### src/rtl/noc_pkg.sv
// Shared NoC definitions: flit geometry, flit type decoding and link-tx FSM states.
package noc_pkg;

  localparam int NUM_VC = 4;
  localparam int FLIT_W = 34;
  localparam int VC_W   = $clog2(NUM_VC);

  // Flit field positions
  localparam int TYPE_HI  = 33;
  localparam int TYPE_LO  = 32;
  localparam int ROUTE_HI = 29;
  localparam int ROUTE_LO = 22;
  localparam int ROUTE_W  = ROUTE_HI - ROUTE_LO + 1;

  localparam logic [1:0] FLIT_HEAD = 2'b00;
  localparam logic [1:0] FLIT_TAIL = 2'b11;

  typedef enum logic {
    TX_IDLE   = 1'b0,
    TX_LOCKED = 1'b1
  } tx_state_e;

  // A head is type 00 carrying a non-zero route; type 00 with a zero route is illegal.
  function automatic logic is_head(input logic [1:0] ftype, input logic [ROUTE_W-1:0] route);
    return (ftype == FLIT_HEAD) && (route != '0);
  endfunction

  function automatic logic is_tail(input logic [1:0] ftype);
    return ftype == FLIT_TAIL;
  endfunction

  function automatic logic is_illegal(input logic [1:0] ftype, input logic [ROUTE_W-1:0] route);
    return (ftype == FLIT_HEAD) && (route == '0);
  endfunction

endpackage

### src/rtl/rr_arbiter.sv
// Combinational round-robin arbiter: grants the first requester at or after ptr.
import noc_pkg::*;

module rr_arbiter #(
  parameter int N  = noc_pkg::NUM_VC,
  parameter int PW = $clog2(N)
) (
  input  logic [N-1:0]  req,
  input  logic [PW-1:0] ptr,
  output logic [N-1:0]  gnt
);

  logic [PW:0] pos;
  logic        found;

  // Walk the request vector from ptr with wrap-around; first hit wins.
  always_comb begin
    gnt   = '0;
    found = 1'b0;
    pos   = '0;
    for (int i = 0; i < N; i++) begin
      pos = {1'b0, ptr} + (PW+1)'(i);
      if (pos >= (PW+1)'(N)) begin
        pos = pos - (PW+1)'(N);
      end
      if (!found && req[pos[PW-1:0]]) begin
        gnt[pos[PW-1:0]] = 1'b1;
        found            = 1'b1;
      end
    end
  end

endmodule

### src/rtl/vc_link_tx.sv
// Link transmitter: packet-granular round-robin over per-VC read ports onto one
// registered valid/ready link.
//
// state     | meaning
// ----------|----------------------------------------------------------
// TX_IDLE   | no packet in flight; arbitrate among VCs showing a HEAD
// TX_LOCKED | link owned by lock_vc until its TAIL is loaded
import noc_pkg::*;

module vc_link_tx #(
  parameter  int NUM_VC = noc_pkg::NUM_VC,
  parameter  int FLIT_W = noc_pkg::FLIT_W,
  localparam int ID_W   = $clog2(NUM_VC)
) (
  input  logic                     clk,
  input  logic                     arst,
  input  logic [NUM_VC*FLIT_W-1:0] fdata_i,
  input  logic [NUM_VC-1:0]        valid_i,
  output logic [NUM_VC-1:0]        ready_o,
  output logic [FLIT_W-1:0]        fdata_o,
  output logic [ID_W-1:0]          vc_id_o,
  output logic                     valid_o,
  input  logic                     ready_i,
  output logic                     err_o
);

  tx_state_e state_q, state_d;

  logic [FLIT_W-1:0]  flit [NUM_VC];
  logic [NUM_VC-1:0]  head_req;
  logic [NUM_VC-1:0]  gnt;
  logic [ID_W-1:0]    win_vc;
  logic [ID_W-1:0]    sel_vc;
  logic [ID_W-1:0]    lock_vc;
  logic [ID_W-1:0]    rr_ptr;
  logic [FLIT_W-1:0]  sel_flit;
  logic [1:0]         sel_type;
  logic [ROUTE_W-1:0] sel_route;
  logic               load;
  logic               sel_ok;
  logic               xfer;
  logic               err_d;

  for (genvar n = 0; n < NUM_VC; n++) begin : g_vc
    assign flit[n]     = fdata_i[n*FLIT_W +: FLIT_W];
    assign head_req[n] = valid_i[n] & is_head(flit[n][TYPE_HI:TYPE_LO], flit[n][ROUTE_HI:ROUTE_LO]);
  end

  rr_arbiter #(
    .N  (NUM_VC),
    .PW (ID_W)
  ) u_arb (
    .req (head_req),
    .ptr (rr_ptr),
    .gnt (gnt)
  );

  // One-hot grant to VC index.
  always_comb begin
    win_vc = '0;
    for (int i = 0; i < NUM_VC; i++) begin
      if (gnt[i]) begin
        win_vc = ID_W'(i);
      end
    end
  end

  // The output register can take a new flit when empty or being drained this cycle.
  assign load      = ~valid_o | ready_i;
  assign sel_vc    = (state_q == TX_IDLE) ? win_vc : lock_vc;
  assign sel_flit  = flit[sel_vc];
  assign sel_type  = sel_flit[TYPE_HI:TYPE_LO];
  assign sel_route = sel_flit[ROUTE_HI:ROUTE_LO];

  // Next-state, candidate selection and protocol-error detection.
  always_comb begin
    state_d = state_q;
    sel_ok  = 1'b0;
    err_d   = 1'b0;
    case (state_q)
      TX_IDLE: begin
        if (|head_req) begin
          sel_ok = 1'b1;
          if (load) begin
            state_d = TX_LOCKED;
          end
        end else if (|valid_i) begin
          // Only non-HEAD flits are waiting: they are skipped, never popped.
          err_d = 1'b1;
        end
      end
      TX_LOCKED: begin
        if (valid_i[lock_vc]) begin
          if (is_head(sel_type, sel_route) || is_illegal(sel_type, sel_route)) begin
            // Keep the lock and leave the offending flit in the buffer.
            err_d = 1'b1;
          end else begin
            sel_ok = 1'b1;
            if (load && is_tail(sel_type)) begin
              state_d = TX_IDLE;
            end
          end
        end
      end
      default: state_d = TX_IDLE;
    endcase
  end

  assign xfer = sel_ok & load & ~arst;

  // Pop strobe only toward the VC whose flit is being loaded.
  always_comb begin
    ready_o = '0;
    if (xfer) begin
      ready_o[sel_vc] = 1'b1;
    end
  end

  // FSM state register.
  always_ff @(posedge clk) begin
    if (arst) begin
      state_q <= TX_IDLE;
    end else begin
      state_q <= state_d;
    end
  end

  // Lock owner captured on HEAD load; pointer advances past the owner on TAIL load.
  always_ff @(posedge clk) begin
    if (arst) begin
      lock_vc <= '0;
      rr_ptr  <= '0;
    end else if (xfer) begin
      if (state_q == TX_IDLE) begin
        lock_vc <= win_vc;
      end else if (is_tail(sel_type)) begin
        rr_ptr <= (lock_vc == ID_W'(NUM_VC-1)) ? '0 : lock_vc + ID_W'(1);
      end
    end
  end

  // Output flit register; holds while the downstream stalls.
  always_ff @(posedge clk) begin
    if (arst) begin
      valid_o <= 1'b0;
      fdata_o <= '0;
      vc_id_o <= '0;
    end else if (load) begin
      valid_o <= xfer;
      if (xfer) begin
        fdata_o <= sel_flit;
        vc_id_o <= sel_vc;
      end
    end
  end

  // Error pulse is registered and runs even during a stall.
  always_ff @(posedge clk) begin
    if (arst) begin
      err_o <= 1'b0;
    end else begin
      err_o <= err_d;
    end
  end

endmodule

### config.mk
export PLATFORM = sky130hd
export DESIGN_NAME = vc_link_tx
export DESIGN_NICKNAME = d
export VERILOG_FILES = /design/src/rtl/noc_pkg.sv /design/src/rtl/rr_arbiter.sv /design/src/rtl/vc_link_tx.sv
export SDC_FILE = /design/constraint.sdc
export NUM_CORES = 1
export LEC_CHECK = 0
export CORE_MARGIN = 5
export CORE_UTILIZATION = 44
export CTS_CLUSTER_SIZE = 16
export DETAILED_ROUTE_END_ITERATION = 6
export GPL_TIMING_DRIVEN = 0
export PLACE_DENSITY = 0.87
export SLEW_MARGIN = 20
export SYNTH_ARGS = -nofsm -noshare
export SYNTH_HDL_FRONTEND = slang
export SYNTH_SLANG_ARGS = --single-unit
### constraint.sdc
create_clock -name clk -period 15.6 [get_ports clk]
set_input_delay 3.9 -clock clk [delete_from_list [all_inputs] [get_ports clk]]
set_output_delay 3.9 -clock clk [all_outputs]
set_load 0.05 [all_outputs]
==> results.tsv <==
metric	value	unit
async set-reset flop share out of synthesis	0	%
Final Util	70.0	%
Setup Buffers After CTS	0	
Yosys cell types	53	
Yosys warning count	0	
CTS resizes	0	
row cnt	33	
Setup-failing EPs final	0	
port bufs	184	
drt wl/cell	18.6	µm
CTS tree	yes	
Max Freq	76.1	MHz
diode count	0	
io pins	185	
register area share after synthesis	23.7	%
Worst Skew	0.00435	ns
TNS Setup	0	ns
internal cell power	299	µW
MaxCap Viol Count	0	
top cell family by delay on the critical path	buffers and inverters	
critical path cell sequence	clkdlybuf4s50_1 > nor4_1 > a21bo_2 > clkbuf_1 > nand2_1 > mux4_2 > o31a_1 > a31oi_1 > o21ai_0 > a32oi_2 > o21ai_2 > a21o_1 > clkbuf_1 > buf_6 > buf_6 > nor3_2 > clkdlybuf4s50_1	
initial drt markers	172	
Clk pwr share	14.5	%
# clock sinks	43	
Setup CP Type	input pin to primary output	
Pwr Density	93.8	nW/µm²
Syn Std Cell Area	3620	µm²
worst vdd ir	0.0000527	V
Final Max Tran Viols	0	
DRC Markers	0	
DIE AREA	10200	µm²
crit path buf inv count	6	
placed cell areas	5600	µm²
Sequential Power Share	27.2	%
Fin. Hold Viols	0	
Syn-to-layout area delta	57.1	%
Final Instance Area	5690	µm²
path type of the worst min-delay path	flip-flop to flip-flop	
FF/Latch Area	861	µm²
worst slew pin tran	0.788	ns
vias per cell	5.62	
die width	101	µm
Initial Util	44.6	%
root buf cell	clkbuf_8	
GRT Resource Usage Total	25.8	%
average size of a mapped cell	8.57	µm²
CTS Hold Bufs	0	
Core Area	8130	µm²
Pre-antenna DRT Iters	4	
vias in the first global route	4199	
crit end category	primary output	
Crit path largest cell delay	0.84	ns
initial antenna violation count	0	
Multi-input gate area	2610	µm²
largest net degree at the start of global routing	14	
most used flip-flop cell after synthesis	dfxtp_1	
Critical-path top delay cell	clkdlybuf4s50_1	
minimum clock period	13.13	ns
share of layout cells above drive strength 1	11.2	%
Yosys reg bits	43	
Critical Path AT	9.23	ns
WP data required	11.70	ns
H-tree depth	2	
nets@finish	765	
Static Leak	0.00237	µW
Net Switching	235	µW
total nets after synthesis	574	
Die Y	101	µm
Max Buffers Root-to-Sink	2	
worst skew pair latency	0.30	ns
Cells after Synth	423	
Worst-path clk slew	0.08	ns
post-route ant nets	0	
outcome	finished, final reports clean	
Total Wirelength	13400	µm
Post-DP HPWL	11100	µm
CTS Buf Count	5	
EDFF count, synth	0	
FILL cells	650	
combinational power share	58.3	%
final RePlAce weighted congestion	0.989	
first-pass GRT wire length	20800	µm
Max FO, Critical Path	10	
startpoint types	input pin	
period utilization	84.2	%
Congestion Overflow GR	0	
vias after detailed routing	4043	
switch share	43.9	%
Max-slew headroom	47.5	%
RSZ-0062 raised after global routing	false	
[power groups by stage]
stage,logic [µW],registers (µW),clock network [µW]
3_3_place_gp,305,146,0
2_1_floorplan,123,218,0
6_report,311,145,77.3
4_1_cts,312,145,76.7
3_5_place_dp,310,147,0
5_1_grt,329,148,83.2
[Yosys cell counts (all sizes together), types with 2 or more instances]
| cell | count | area (µm²) |
|---|---|---|
| clkbuf | 16 | 60.1 |
| or2 | 2 | 12.5 |
| dfxtp | 43 | 861 |
| nand3 | 12 | 60.1 |
| nor4 | 2 | 12.5 |
| o22ai | 5 | 31.3 |
| o211a | 4 | 40.0 |
| nand2b | 34 | 213 |
| a21o | 2 | 15.0 |
| mux2 | 32 | 360 |
| nor3b | 2 | 15.0 |
| ha | 8 | 100 |
| a21oi | 10 | 50.1 |
| a211oi | 3 | 22.5 |
| inv | 9 | 33.8 |
| nand4b | 2 | 17.5 |
| o21ai | 44 | 228 |
| a32oi | 2 | 32.5 |
| o211ai | 5 | 47.5 |
| mux4 | 4 | 90.1 |
| nand2 | 51 | 191 |
| a31oi | 3 | 18.8 |
| nor2 | 13 | 48.8 |
| o2111ai | 2 | 17.5 |
| or4 | 8 | 78.8 |
| mux2i | 67 | 671 |
| nor3 | 9 | 65.1 |
| buf | 10 | 58.8 |
[layout make-up]
cell class,count,area share [%]
buffer,26,2.09
inverter,10,0.659
sequential,43,15.1
clock buffer,7,1.52
tap,105,2.31
clock inverter,1,0.154
timing repair buffer,184,32.4
multi-input combinational,344,45.8
[worst paths after layout]
path                                  from                       end  slack, ns  cells after the start
setup / recovery               fdata_i[56]                ready_o[0]       2.47                     17
hold / removal    fdata_o[11]$_SDFFE_PP0P_  fdata_o[11]$_SDFFE_PP0P_       0.48                      2
setup reg to reg    rr_ptr[0]$_SDFFE_PP0P_  fdata_o[29]$_SDFFE_PP0P_      10.94                     13
hold reg to reg   fdata_o[11]$_SDFFE_PP0P_  fdata_o[11]$_SDFFE_PP0P_       0.48                      2
[sequential cells by signal (all words and copies together), names as in the netlist]
signal,cells
err_o,1
fdata_o,34
lock_vc,2
rr_ptr,2
state_q,1
valid_o,1
vc_id_o,2
[layout by cell type (no fill, tap or decap), drive strengths merged, types with 2 or more instances in the layout]
| cell | instances |
|---|---|
| clkdlybuf4s50 | 184 |
| mux2i | 67 |
| nand2 | 51 |
| o21ai | 44 |
| dfxtp | 43 |
| nand2b | 34 |
| mux2 | 32 |
| clkbuf | 23 |
| nor2 | 13 |
| nand3 | 12 |
| a21oi | 10 |
| buf | 10 |
| inv | 9 |
| nor3 | 9 |
| ha | 8 |
| or4 | 8 |
| o22ai | 5 |
| o211ai | 5 |
| o211a | 4 |
| mux4 | 4 |
| a31oi | 3 |
| a211oi | 3 |
| nor3b | 2 |
| nor4 | 2 |
| o2111ai | 2 |
| or2 | 2 |
| nand4b | 2 |
| a32oi | 2 |
| a21o | 2 |
| clkinv | 2 |
[kinds of logic (layout without fill, tap and decap cells)]
kind of cell	after synthesis	after routing	synth area share (%)
buffers and inverters	36	228	4.31
AND/OR/NAND/NOR	137	137	20.1
AO/OA/AOI/OAI	96	96	18.1
multiplexers	103	103	30.9
adder cells (fa/ha/maj)	8	8	2.76
flip-flops	43	43	23.7
[tightest hold or removal path, delay by kind of cell (launching register included)]
kind             cells  cell delay [ns]
DFF                  1             0.31
muxes                1             0.06
and+or+nand+nor      1             0.06
[routing by layer]
| metal | part of all wire (%) | GRT usage (%) | wire length (µm) | vias to the layer above |
|---|---|---|---|---|
| met5 | 0 | 0 | 0 | - |
| met4 | 2.2 | 8.39 | 291 | 0 |
| met3 | 7.9 | 5.74 | 1050 | 23 |
| met2 | 50 | 45.8 | 6650 | 178 |
| met1 | 40 | 30.7 | 5380 | 1900 |
| li1 | - | - | - | 1942 |
[per-stage QoR]
step           instances  total power (µW)  hold slack [ns]  worst slack [ns]
2_1_floorplan        423               340            0.481              4.09
3_3_place_gp         712               452            0.450              2.66
3_5_place_dp         712               458            0.455              2.56
4_1_cts              720               534            0.481              2.53
5_1_grt              720               560            0.501              2.23
6_report             720               534            0.479              2.47
No activity file was read; power rests on OpenSTA's default activity.
